<file path="src/rtl/uart_tx_framer.sv">
// Queues ALU results and sends each as a UART frame {2'b01,op}, result [, hdr^result when UART_TX_FRAMER_CHK_EN]; first o_tx_start 3 cycles after i_valid.
// No backpressure: results arriving while the DEPTH-entry FIFO is full are dropped and raise sticky o_overflow.
module uart_tx_framer #(
   parameter int NB_DATA = 8,
   parameter int NB_OP   = 6,
   parameter int DEPTH   = 4
) (
   input  logic               clk,
   input  logic               i_rst,
   input  logic               i_valid,
   input  logic [NB_DATA-1:0] i_result,
   input  logic [NB_OP-1:0]   i_operation,
   input  logic               i_txDone,
   output logic               o_tx_start,
   output logic [NB_DATA-1:0] o_data,
   output logic               o_busy,
   output logic               o_full,
   output logic               o_overflow
);

   localparam int          AW        = $clog2(DEPTH);
   localparam int          EW        = NB_OP + NB_DATA;
   localparam logic [AW:0] DEPTH_CNT = (AW+1)'(DEPTH);

   localparam logic [1:0] ST_IDLE = 2'd0;
   localparam logic [1:0] ST_LOAD = 2'd1;
   localparam logic [1:0] ST_SEND = 2'd2;
   localparam logic [1:0] ST_WAIT = 2'd3;

`ifdef UART_TX_FRAMER_CHK_EN
   localparam logic [1:0] LAST_IDX = 2'd2;
`else
   localparam logic [1:0] LAST_IDX = 2'd1;
`endif

   logic [EW-1:0]      mem_q [DEPTH];
   logic [AW-1:0]      wr_ptr_q, wr_ptr_d, rd_ptr_q, rd_ptr_d;
   logic [AW:0]        cnt_q, cnt_d;
   logic               ovf_q, ovf_d;
   logic [1:0]         state_q, state_d;
   logic [1:0]         idx_q, idx_d;
   logic [NB_OP-1:0]   op_q, op_d;
   logic [NB_DATA-1:0] res_q, res_d;
   logic [NB_DATA-1:0] data_q, data_d;
   logic               full, empty, push, pop;
   logic [NB_OP-1:0]   head_op;
   logic [NB_DATA-1:0] head_res;

   assign full  = (cnt_q == DEPTH_CNT);
   assign empty = (cnt_q == '0);
   // A pop in the same cycle never frees room for a write that found the FIFO full.
   assign push  = i_valid & ~full;
   assign pop   = (state_q == ST_IDLE) & ~empty;
   assign {head_op, head_res} = mem_q[rd_ptr_q];

   function automatic logic [NB_DATA-1:0] frame_byte(input logic [1:0]         idx,
                                                     input logic [NB_OP-1:0]   op,
                                                     input logic [NB_DATA-1:0] res);
      logic [NB_DATA-1:0] hdr;
      hdr        = {2'b01, op};
      frame_byte = res;
      if (idx == 2'd0) frame_byte = hdr;
`ifdef UART_TX_FRAMER_CHK_EN
      if (idx == 2'd2) frame_byte = hdr ^ res;
`endif
   endfunction

   always_comb begin
      wr_ptr_d = wr_ptr_q;
      rd_ptr_d = rd_ptr_q;
      cnt_d    = cnt_q;
      ovf_d    = ovf_q;
      if (push) wr_ptr_d = wr_ptr_q + AW'(1);
      if (pop)  rd_ptr_d = rd_ptr_q + AW'(1);
      if (push & ~pop)      cnt_d = cnt_q + (AW+1)'(1);
      else if (pop & ~push) cnt_d = cnt_q - (AW+1)'(1);
      if (i_valid & full) ovf_d = 1'b1;
   end

   // o_data is loaded on entry to LOAD so it is already valid in LOAD and holds through WAIT.
   always_comb begin
      state_d = state_q;
      idx_d   = idx_q;
      op_d    = op_q;
      res_d   = res_q;
      data_d  = data_q;
      case (state_q)
         ST_IDLE: begin
            if (!empty) begin
               op_d    = head_op;
               res_d   = head_res;
               idx_d   = 2'd0;
               data_d  = frame_byte(2'd0, head_op, head_res);
               state_d = ST_LOAD;
            end
         end
         ST_LOAD: state_d = ST_SEND;
         ST_SEND: state_d = ST_WAIT;
         ST_WAIT: begin
            if (i_txDone) begin
               if (idx_q == LAST_IDX) begin
                  state_d = ST_IDLE;
               end else begin
                  idx_d   = idx_q + 2'd1;
                  data_d  = frame_byte(idx_q + 2'd1, op_q, res_q);
                  state_d = ST_LOAD;
               end
            end
         end
         default: state_d = ST_IDLE;
      endcase
   end

   always_ff @(posedge clk) begin
      if (i_rst) begin
         wr_ptr_q <= '0;
         rd_ptr_q <= '0;
         cnt_q    <= '0;
         ovf_q    <= 1'b0;
         state_q  <= ST_IDLE;
         idx_q    <= '0;
         op_q     <= '0;
         res_q    <= '0;
         data_q   <= '0;
      end else begin
         wr_ptr_q <= wr_ptr_d;
         rd_ptr_q <= rd_ptr_d;
         cnt_q    <= cnt_d;
         ovf_q    <= ovf_d;
         state_q  <= state_d;
         idx_q    <= idx_d;
         op_q     <= op_d;
         res_q    <= res_d;
         data_q   <= data_d;
      end
   end

   always_ff @(posedge clk) begin
      if (push) mem_q[wr_ptr_q] <= {i_operation, i_result};
   end

   assign o_tx_start = (state_q == ST_SEND);
   assign o_data     = data_q;
   // Busy also covers the single IDLE cycle in which a queued result is being popped.
   assign o_busy     = (state_q != ST_IDLE) | ~empty;
   assign o_full     = full;
   assign o_overflow = ovf_q;

endmodule

</file>
<file path="config.mk">
export PLATFORM = sky130hd
export DESIGN_NAME = uart_tx_framer
export DESIGN_NICKNAME = d
export VERILOG_FILES = /design/src/rtl/uart_tx_framer.sv
export SDC_FILE = /design/constraint.sdc
export NUM_CORES = 1
export LEC_CHECK = 0
export BUFFER_PORTS_ARGS = -buffer_cell sky130_fd_sc_hd__buf_2
export CAP_MARGIN = 15
export CORE_MARGIN = 8
export CORE_UTILIZATION = 40
export DETAILED_ROUTE_END_ITERATION = 8
export SETUP_SLACK_MARGIN = 0.1
export SLEW_MARGIN = 5
export SYNTH_ARGS = -nofsm -noshare
export SYNTH_HDL_FRONTEND = slang
export SYNTH_SLANG_ARGS = --single-unit
</file>
<file path="constraint.sdc">
create_clock -name clk -period 5.39 [get_ports clk]
set_input_delay 0 -clock clk [delete_from_list [all_inputs] [get_ports clk]]
set_output_delay 0 -clock clk [all_outputs]
set_load 0.05 [all_outputs]
</file>
==> flow_summary.rst <==
.. list-table::
   :header-rows: 1

   * - Metric
     - Value
   * - Placed cells
     - 430
   * - Buffers on Ports
     - 29
   * - Total clock sinks
     - 92
   * - Slew at the pin with the worst max-slew slack
     - 0.926 ns
   * - Cts repair resizes
     - 0
   * - Standard-cell rows
     - 36
   * - Mapped cell area
     - 3900 um2
   * - Final Routed Wirelength
     - 7220 um
   * - Final setup violating endpoints
     - 0
   * - Starting DRT DRC Count
     - 121
   * - Clock root buffer
     - sky130_fd_sc_hd__clkbuf_8
   * - Total routing usage reported by global routing
     - 11.7%
   * - CP max stage cell
     - sky130_fd_sc_hd__dfxtp_1
   * - TNS Setup
     - 0 ns
   * - Post-CTS setup buffer count
     - 0
   * - Post-layout instance count excluding filler cells
     - 461
   * - Critical Path, Cell by Cell
     - inv_1, ha_1, o31a_1, inv_4, ha_1, inv_1, fa_1, xor2_1, or3_1, a21oi_1
   * - Total vias in the final route
     - 2344
   * - Synthesized area per cell
     - 13.7 um2
   * - Final Cell Area
     - 4440 um2
   * - Start of the worst register-to-register path
     - state_q[1]
   * - Mean number of vias per cell
     - 5.08
   * - Number of remaining DRC errors
     - 0
   * - Worst reg2reg path endpoint
     - cnt_q[2]
   * - Hold buffer count at cts
     - 15
   * - Remaining antenna violation count
     - 0
   * - Area of the die
     - 13200 um2
   * - CTS tree
     - done
   * - EDFF count, synth
     - 56
   * - Total power density per cell area
     - 459 nW/um2
   * - Leading cell type in the layout, fill and taps excluded
     - sky130_fd_sc_hd__edfxtp_1
   * - Initial antenna violation count
     - 0
   * - Total iterations of the first detailed-routing run
     - 4
   * - Fraction of final layout cells sized beyond drive strength 1
     - 17.7%
   * - Startpoint type of the worst setup path
     - flop
   * - Routed length per instance
     - 15.7 um
   * - Prevailing post-synth register cell
     - sky130_fd_sc_hd__edfxtp_1
   * - I/O pin count
     - 30
   * - Maximum capacitance violations
     - 0
   * - Max-slew violation count
     - 0
   * - Signed area change from the synthesized netlist to the final layout
     - 13.8%
   * - Cells after Synth
     - 285
   * - Clock-pin slew on the worst setup and hold paths
     - 0.09 ns
   * - Cells on worst reg2reg path
     - 10
   * - Critical path fanouts, max
     - 17
   * - Die span in x
     - 115 um
   * - Class of the tightest hold or removal check
     - input pin to flop
   * - Core Area
     - 9640 um2
   * - Final core area utilization
     - 46.0%
   * - Placed Instance Area
     - 4100 um2
   * - Commonest cells after routing, fill and taps aside
     - sky130_fd_sc_hd__edfxtp_1, sky130_fd_sc_hd__dfxtp_1, sky130_fd_sc_hd__buf_2
   * - Peak Freq
     - 0.372 GHz
   * - Clk buf depth
     - 2
   * - Placed wire-length estimate after detailed placement
     - 4650 um
   * - Syn_nets
     - 315
   * - Pin count of the biggest net entering global routing
     - 41
   * - Status
     - completed
   * - Fraction of registers with async set/reset
     - 0%
   * - Number of different library cells in the post-synthesis netlist
     - 40
   * - Clock Skew
     - 0.00832 ns
   * - Sequential cell area fraction in the yosys report
     - 61.6%
   * - Filler cell count
     - 897
   * - Later-pin clock latency in the skew report
     - 0.35 ns
   * - Cell type with the highest aggregate area in the netlist
     - sky130_fd_sc_hd__edfxtp_1
   * - Worst setup path endpoint
     - cnt_q[2]
   * - Max transition margin
     - 38.2%
   * - Leak Pwr
     - 1.59 nW
   * - Register bit count reported by yosys
     - 92
   * - Data arrival at the endpoint of the critical path
     - 2.96 ns
   * - Unrepaired setup endpoints after global routing
     - no
   * - GRT overflow
     - 0
   * - Critical Path Sink Type
     - flop
   * - Starting Density
     - 40.4%
   * - Layout net count
     - 353
   * - Count of inserted antenna diode cells
     - 0
   * - Number of buffers created by CTS
     - 9
   * - Total chip power
     - 2.04 mW
   * - FF-to-FF setup slack
     - 2.70 ns
   * - Critical path type
     - flop to flop
   * - Crit path from
     - state_q[1]
   * - Global-route wire length before repair
     - 12000 um
   * - Number of warnings reported in the yosys synthesis log
     - 0
   * - H-tree levels
     - 3
   * - Peak supply drop
     - 0.000204 V
   * - Count of final hold-check violations
     - 0
   * - Final weighted congestion of routability-driven global placement
     - 0.737
   * - Area contributors post-synth
     - sky130_fd_sc_hd__edfxtp_1, sky130_fd_sc_hd__dfxtp_1, sky130_fd_sc_hd__mux4_2
   * - Shortest clock period the worst path allows after layout
     - 2.69 ns
   * - Area fraction of the dominant cell type after synthesis
     - 43.1%
   * - Crit share post-route
     - 49.9%
   * - Max stage delay on crit path
     - 0.41 ns
   * - Required @ worst endpoint
     - 5.67 ns
   * - Die extent in y
     - 115 um
   * - Number of global-route vias before repair
     - 2398
[cells in the mapped netlist, types with 2 or more instances]
cell                        instances
sky130_fd_sc_hd__edfxtp_1          56
sky130_fd_sc_hd__dfxtp_1           36
sky130_fd_sc_hd__nand2_1           28
sky130_fd_sc_hd__a21oi_1           24
sky130_fd_sc_hd__nor2_1            12
sky130_fd_sc_hd__ha_1              11
sky130_fd_sc_hd__nor2b_1           11
sky130_fd_sc_hd__o41ai_1           11
sky130_fd_sc_hd__inv_1             10
sky130_fd_sc_hd__mux4_2             9
sky130_fd_sc_hd__buf_2              7
sky130_fd_sc_hd__mux2i_1            7
sky130_fd_sc_hd__a21o_1             6
sky130_fd_sc_hd__o31ai_1            6
sky130_fd_sc_hd__clkbuf_1           5
sky130_fd_sc_hd__mux4_1             5
sky130_fd_sc_hd__o21ai_0            5
sky130_fd_sc_hd__and3_1             4
sky130_fd_sc_hd__buf_6              3
sky130_fd_sc_hd__nand2b_1           3
sky130_fd_sc_hd__nand3_1            3
sky130_fd_sc_hd__o2111ai_1          3
sky130_fd_sc_hd__or3_1              2
sky130_fd_sc_hd__xor2_1             2
[cell families after synthesis]
family	after synthesis	synth area share [%]
AOI/OAI and AO/OA	59	10.2
xor gates and xnor gates	3	0.674
adders and majority gates	12	4.04
buffers and inverters	30	4.30
DFF	92	61.6
muxes	21	10.4
and+or+nand+nor	68	8.83
[worst min-delay path by stage]
stage | from | endpoint | slack, ns | cells past startpoint
2_1_floorplan | i_result[0] | mem_q[0][0] | 0.1 | 0
3_3_place_gp | i_operation[0] | mem_q[0][8] | 0.21 | 1
3_5_place_dp | i_result[1] | mem_q[3][1] | 0.22 | 1
4_1_cts | i_rst | cnt_q[1] | 0.19 | 2
5_1_grt | i_rst | cnt_q[0] | 0.20 | 2
6_report | i_rst | cnt_q[0] | 0.20 | 2
[critical path, delay by kind of cell (launching register included)]
family                     cells  cell delay (ns)
DFF                            1             0.41
buffers and inverters          3             0.41
adders and majority gates      3             0.82
xor gates and xnor gates       1             0.18
AOI/OAI and AO/OA              2             0.49
and+or+nand+nor                1             0.30
[sequential cells by signal, summed over array words and instances, names as in the netlist, named ones only]
name,count
mem_q,56
op_q,6
wr_ptr_q,2
state_q,2
rd_ptr_q,2
res_q,8
idx_q,2
cnt_q,3
o_overflow,1
o_data,8
[routing by layer]
metal / up-vias / global-route usage (%) / routed length [um]
met5: - / 0 / 0
met4: 0 / 3.94 / 87
met3: 10 / 3.06 / 289
met2: 46 / 18.9 / 3290
met1: 1151 / 14.9 / 3560
li1: 1137 / - / -
[per-stage QoR]
stage / setup slack, ns / hold WS (ns)
floorplan: 3.07 / 0.0989
global placement: 2.84 / 0.211
detailed placement: 2.75 / 0.216
CTS: 2.73 / 0.187
global route: 2.52 / 0.199
finish: 2.70 / 0.200
[power by group]
part           leakage, nW  switching, mW  internal, mW
Sequential           0.809         0.0910         0.866
Clock               0.0903          0.232         0.214
Combinational        0.694          0.394         0.238
[layout make-up]
type	instances	area, um2	share of cell area [%]
inverters	13	52.6	1.18
multi-input cells	163	1330	30.0
well taps	133	166	3.75
clock buffers	10	128	2.88
repair buffers	44	295	6.66
clock inverters	6	62.6	1.41
flip-flops and latches	92	2400	54.2
Power figures use the tool's default switching activity.
